$ cat src/rtl/mem_fifo_arb.sv
// Two-requester round-robin front end for an external push-enabled shift pipeline.
// It tracks each in-flight entry's valid and source bits, and drains stale entries after an idle spell.
module mem_fifo_arb #(
  parameter int WIDTH      = 8,
  parameter int DEPTH      = 2,
  parameter int IDLE_LIMIT = 4
) (
  input  logic             clk,
  input  logic             rst_n,
  input  logic             req0,
  input  logic             req1,
  input  logic [WIDTH-1:0] data0,
  input  logic [WIDTH-1:0] data1,
  output logic             gnt0,
  output logic             gnt1,
  output logic [WIDTH-1:0] fifo_in,
  output logic             fifo_wr,
  output logic             fifo_rst,
  input  logic [WIDTH-1:0] fifo_out,
  output logic             out_valid,
  output logic [WIDTH-1:0] out_data,
  output logic             out_src
);

  typedef enum logic [1:0] {S_CLEAR, S_RUN, S_DRAIN} state_t;

  localparam logic [7:0] IDLE_MAX = 8'(IDLE_LIMIT - 1);

  state_t           state_q, state_d;
  logic [DEPTH-1:0] vld_q, vld_d;
  logic [DEPTH-1:0] src_q, src_d;
  logic             pop_q, pop_d;
  logic [7:0]       idle_q, idle_d;
  logic             last_q, last_d;

  logic             gnt0_int, gnt1_int, wr_int, rst_int;
  logic             push_vld, push_src, win;

  always_comb begin
    // NOTE: every signal written here gets a default first, so no path can leave it unassigned and infer a latch.
    state_d  = state_q;
    vld_d    = vld_q;
    src_d    = src_q;
    idle_d   = idle_q;
    last_d   = last_q;
    gnt0_int = 1'b0;
    gnt1_int = 1'b0;
    wr_int   = 1'b0;
    rst_int  = 1'b0;
    fifo_in  = '0;
    push_vld = 1'b0;
    push_src = 1'b0;
    // On a tie the requester that did not win last time takes the grant.
    win      = (req0 & req1) ? ~last_q : req1;

    unique case (state_q)
      S_CLEAR: begin
        rst_int = 1'b1;
        state_d = S_RUN;
      end
      S_RUN: begin
        if (req0 | req1) begin
          wr_int   = 1'b1;
          gnt0_int = ~win;
          gnt1_int = win;
          fifo_in  = win ? data1 : data0;
          push_vld = 1'b1;
          push_src = win;
          last_d   = win;
          idle_d   = '0;
        end else if (vld_q == '0) begin
          idle_d = '0;
        end else if (idle_q == IDLE_MAX) begin
          state_d = S_DRAIN;
          idle_d  = '0;
        end else begin
          idle_d = idle_q + 8'd1;
        end
      end
      S_DRAIN: wr_int = 1'b1;
      default: state_d = S_CLEAR;
    endcase

    if (wr_int) begin
      vld_d[0] = push_vld;
      src_d[0] = push_src;
      for (int i = 1; i < DEPTH; i++) begin
        vld_d[i] = vld_q[i-1];
        src_d[i] = src_q[i-1];
      end
    end

    // Drain ends as soon as the shift about to happen leaves no real entries behind.
    if (state_q == S_DRAIN && vld_d == '0) state_d = S_RUN;

    pop_d = wr_int;
  end

  always_ff @(posedge clk) begin
    // NOTE: state flops use non-blocking assignments so every register samples pre-edge values.
    if (!rst_n) begin
      state_q <= S_CLEAR;
      vld_q   <= '0;
      src_q   <= '0;
      pop_q   <= 1'b0;
      idle_q  <= '0;
      last_q  <= 1'b1;
    end else begin
      state_q <= state_d;
      vld_q   <= vld_d;
      src_q   <= src_d;
      pop_q   <= pop_d;
      idle_q  <= idle_d;
      last_q  <= last_d;
    end
  end

  assign gnt0      = rst_n & gnt0_int;
  assign gnt1      = rst_n & gnt1_int;
  assign fifo_wr   = rst_n & wr_int;
  assign fifo_rst  = ~rst_n | rst_int;
  assign out_valid = rst_n & pop_q & vld_q[DEPTH-1];
  assign out_src   = src_q[DEPTH-1];
  assign out_data  = fifo_out;

endmodule

$ cat config.mk
export PLATFORM = sky130hd
export DESIGN_NAME = mem_fifo_arb
export DESIGN_NICKNAME = d
export VERILOG_FILES = /design/src/rtl/mem_fifo_arb.sv
export SDC_FILE = /design/constraint.sdc
export NUM_CORES = 1
export LEC_CHECK = 0
export CAP_MARGIN = 30
export CORE_ASPECT_RATIO = 1.1
export CORE_MARGIN = 2
export CORE_UTILIZATION = 40
export DETAILED_ROUTE_END_ITERATION = 12
export GPL_TIMING_DRIVEN = 0
export PLACE_DENSITY = 0.82
export SYNTH_ARGS = -nofsm -noshare
export SYNTH_HDL_FRONTEND = slang
export SYNTH_SLANG_ARGS = --single-unit
$ cat constraint.sdc
create_clock -name clk -period 2.3 [get_ports clk]
set_input_delay 0.69 -clock clk [delete_from_list [all_inputs] [get_ports clk]]
set_output_delay 0.69 -clock clk [all_outputs]
set_load 0.01 [all_outputs]
==> summary.txt <==
GRT
  – Vias in the first global route: 1136
  – Global Route Usage Sum: 23.1%
  – Initial antenna violation count: 0
  – GRT Residual Overflow: 0
  – Largest net degree at the start of global routing: 13
  – First-pass GRT wire length: ~5000 um

STA
  – Slew Viols, Final: 0
  – Fin Setup TNS: 0 ps
  – Layout Skew: around 12 ps
  – Worst-margin pin slew: 476 ps
  – Final setup vio count: 0
  – Final Hold Viols: 0
  – RSZ-0062 raised after global routing: no
  – PnR worst setup slack: 30.5 ps
  – Final period utilization: 98.7%
  – Fmax: 0.441 GHz
  – Minimum clock period: 2270 ps
  – Worst hold slack: around 480 ps
  – Max_slew headroom: 68.1%

Final layout
  – Non-filler cells, final: 204
  – Post-layout util: 66.5%
  – Finished Cell Area: 1630 um2
  – Most common cell after layout, fill and taps aside: clkdlybuf4s50_1
  – Most frequent cells in the layout: 25 x clkdlybuf4s50_1, 17 x nor2_1, 15 x buf_4
  – Layout area overhead: 62.0%
  – Layout cell share with drive strength beyond 1: a little under a third
  – Ant diodes: 0
  – Layout Nets: about 210

Synthesis
  – Async SR Flop Fraction: 0%
  – Top post-synthesis cells by area: dfxtp_1 32%, nor2_1 6.4%, ha_1 6.2%, a22oi_1 6.0%, buf_4 6.0%
  – Mapped Cells: 122
  – Syn avg cell area: 8.24 um2
  – Yosys warnings: 0
  – Area share of the largest cell type after synthesis: 31.9%
  – #FFs+latches synth: 16
  – Syn Nets: between 150 and 200
  – Cell area after synthesis: between 1000 and 1500 um2
  – Largest area contributor in the netlist: dfxtp_1
  – Main synth FF type: dfxtp_1
  – EDFF count, synth: 0
  – Seq/Total Area, Yosys: about a third
  – Yosys cell types: 37

Place
  – Placed Cells incl. Taps: 194
  – Placed inst area: ~1500 um2
  – GP Congestion: 0.790
  – Port bufs: between 40 and 50
  – Worst Setup Slack post-DPL: -944 ps
  – Detailed Place HPWL: 2080 um

Worst setup path
  – R2r endpoint: idle_q[7]$_SDFFE_PN0N_
  – CP Data Required Time: about 1600 ps
  – R2R Path Start: idle_q[0]$_SDFFE_PN0N_
  – Worst reg-to-reg setup slack: approximately 600 ps
  – Reg2Reg Depth: 5
  – Arr. time, crit path: 1580 ps
  – CP endpoint kind: output pin
  – Setup crit start kind: input port
  – CP Class: in -> out
  – Max FO, Critical Path: 1

Clock tree
  – Root Driver: clkbuf_4
  – Hold buffers post-CTS: 0
  – Total CTS buffers: 3
  – Clk Latency, worst-skew pair: 300 ps
  – H-tree depth: 1
  – Clk slew on worst S/H paths: 110 ps
  – Clock Path Buffers: 2
  – TritonCTS clock tree: done
  – Clock Sinks: 16

Routing
  – Initial DRC count: 33
  – DR vias: between 1000 and 1500
  – Post-DRT Antenna Nets: 0
  – DR WL/cell: 15.3 um
  – # DRC: 0
  – WL final: 3120 um
  – Via density: 5.41
  – First-pass iteration count of the detailed router: 4

Min path
  – Min-Delay Endpoint: src_q[0]$_SDFFE_PN0P_
  – Worst Hold Path Cells: 2
  – Hold Startpoint: src_q[0]$_SDFFE_PN0P_
  – Hold WC Path Type: reg -> reg

Floorplan
  – Die Span Y: 56.6 um
  – Core area: 2450 um2
  – Die Area: 2930 um2
  – Io pins: 50
  – Placement Rows: 19
  – Die W: 51.8 um
  – Initial core utilization: approximately 41%

Pwr
  – Cell area power density: 669 nW/um2
  – Pleak: 0.683 nW
  – Peak supply drop: 550 uV
  – Total power: 1.09 mW

Flow run
  – Max_cap viols: 0

Outcome
  – Status: completed
[registers in the layout, indices dropped and copies added (netlist names)]
| name | flops |
|---|---|
| idle_q | 8 |
| vld_q | 2 |
| state_q | 2 |
| src_q | 2 |
| pop_q | 1 |
| last_q | 1 |
[layout make-up]
type | count | area [um2]
clock buffer | 4 | 36.3
multi-input combinational | 91 | 694
timing repair buffer | 47 | 429
buffer | 10 | 81.3
inverter | 5 | 18.8
tap | 31 | 38.8
fill | 189 | 821
sequential | 16 | 329
[how the worst max path moves through the flow]
| stage | startpoint | end | slack, ps | depth (start not counted) |
|---|---|---|---|---|
| after detailed placement | req1 | fifo_in[3] | -940 | 5 |
| after floorplan | req1 | fifo_wr | 200 | 4 |
| after global routing | data0[5] | fifo_in[5] | 3 | 4 |
| final | data0[5] | fifo_in[5] | 30 | 4 |
| after CTS | req0 | fifo_wr | -40 | 6 |
| after global placement | req0 | fifo_in[3] | -900 | 5 |
[report_power, final]
part	internal, mW	switching [mW]
Sequential	0.309	0.0256
Clock	0.0967	0.0996
Combinational	0.263	0.296
[cells in the mapped netlist, drive strengths merged, types with 2 or more instances]
master and number:
buf 10, xor2 3, nand4 3, a22oi 8, dfxtp 16, o21a 2
nor2 17, ha 5, clkbuf 2, and3 6, or2 2, xnor2 3
a21boi 8, nor3 2, nand3 2, nand2 11, o21ai 4, inv 5
[cell families after synthesis]
group / share of synthesized area (%)
mux: 0.996
compound gates: 21.4
simple gates: 24.7
flops: 31.9
buf+inv: 9.59
fa+ha+maj: 6.23
xor+xnor: 5.23
[worst max-delay path, stage by stage]
cell and delay, ps:
clkdlybuf4s50_1 480, a22oi_2 70, nor2_1 90, clkdlybuf4s15_1 240
[routing by layer]
metal  global-route usage, %  share of wire [%]  up-vias
li1                        -                  -      524
met1                    23.9                 39      538
met5                       0                  0        -
met4                    10.2                3.3        0
met2                    41.4                 55       30
met3                    7.18                3.5       12
[what timing repair did]
action                                 CTS  global route
setup endpoints to repair               13             7
endpoints found under the hold margin    0             0
setup buffers                            4             2
gates resized for setup                 69            12
pin swaps                                2             2
cloned                                   2             0
Note: power is estimated with default switching activity, not from simulation.
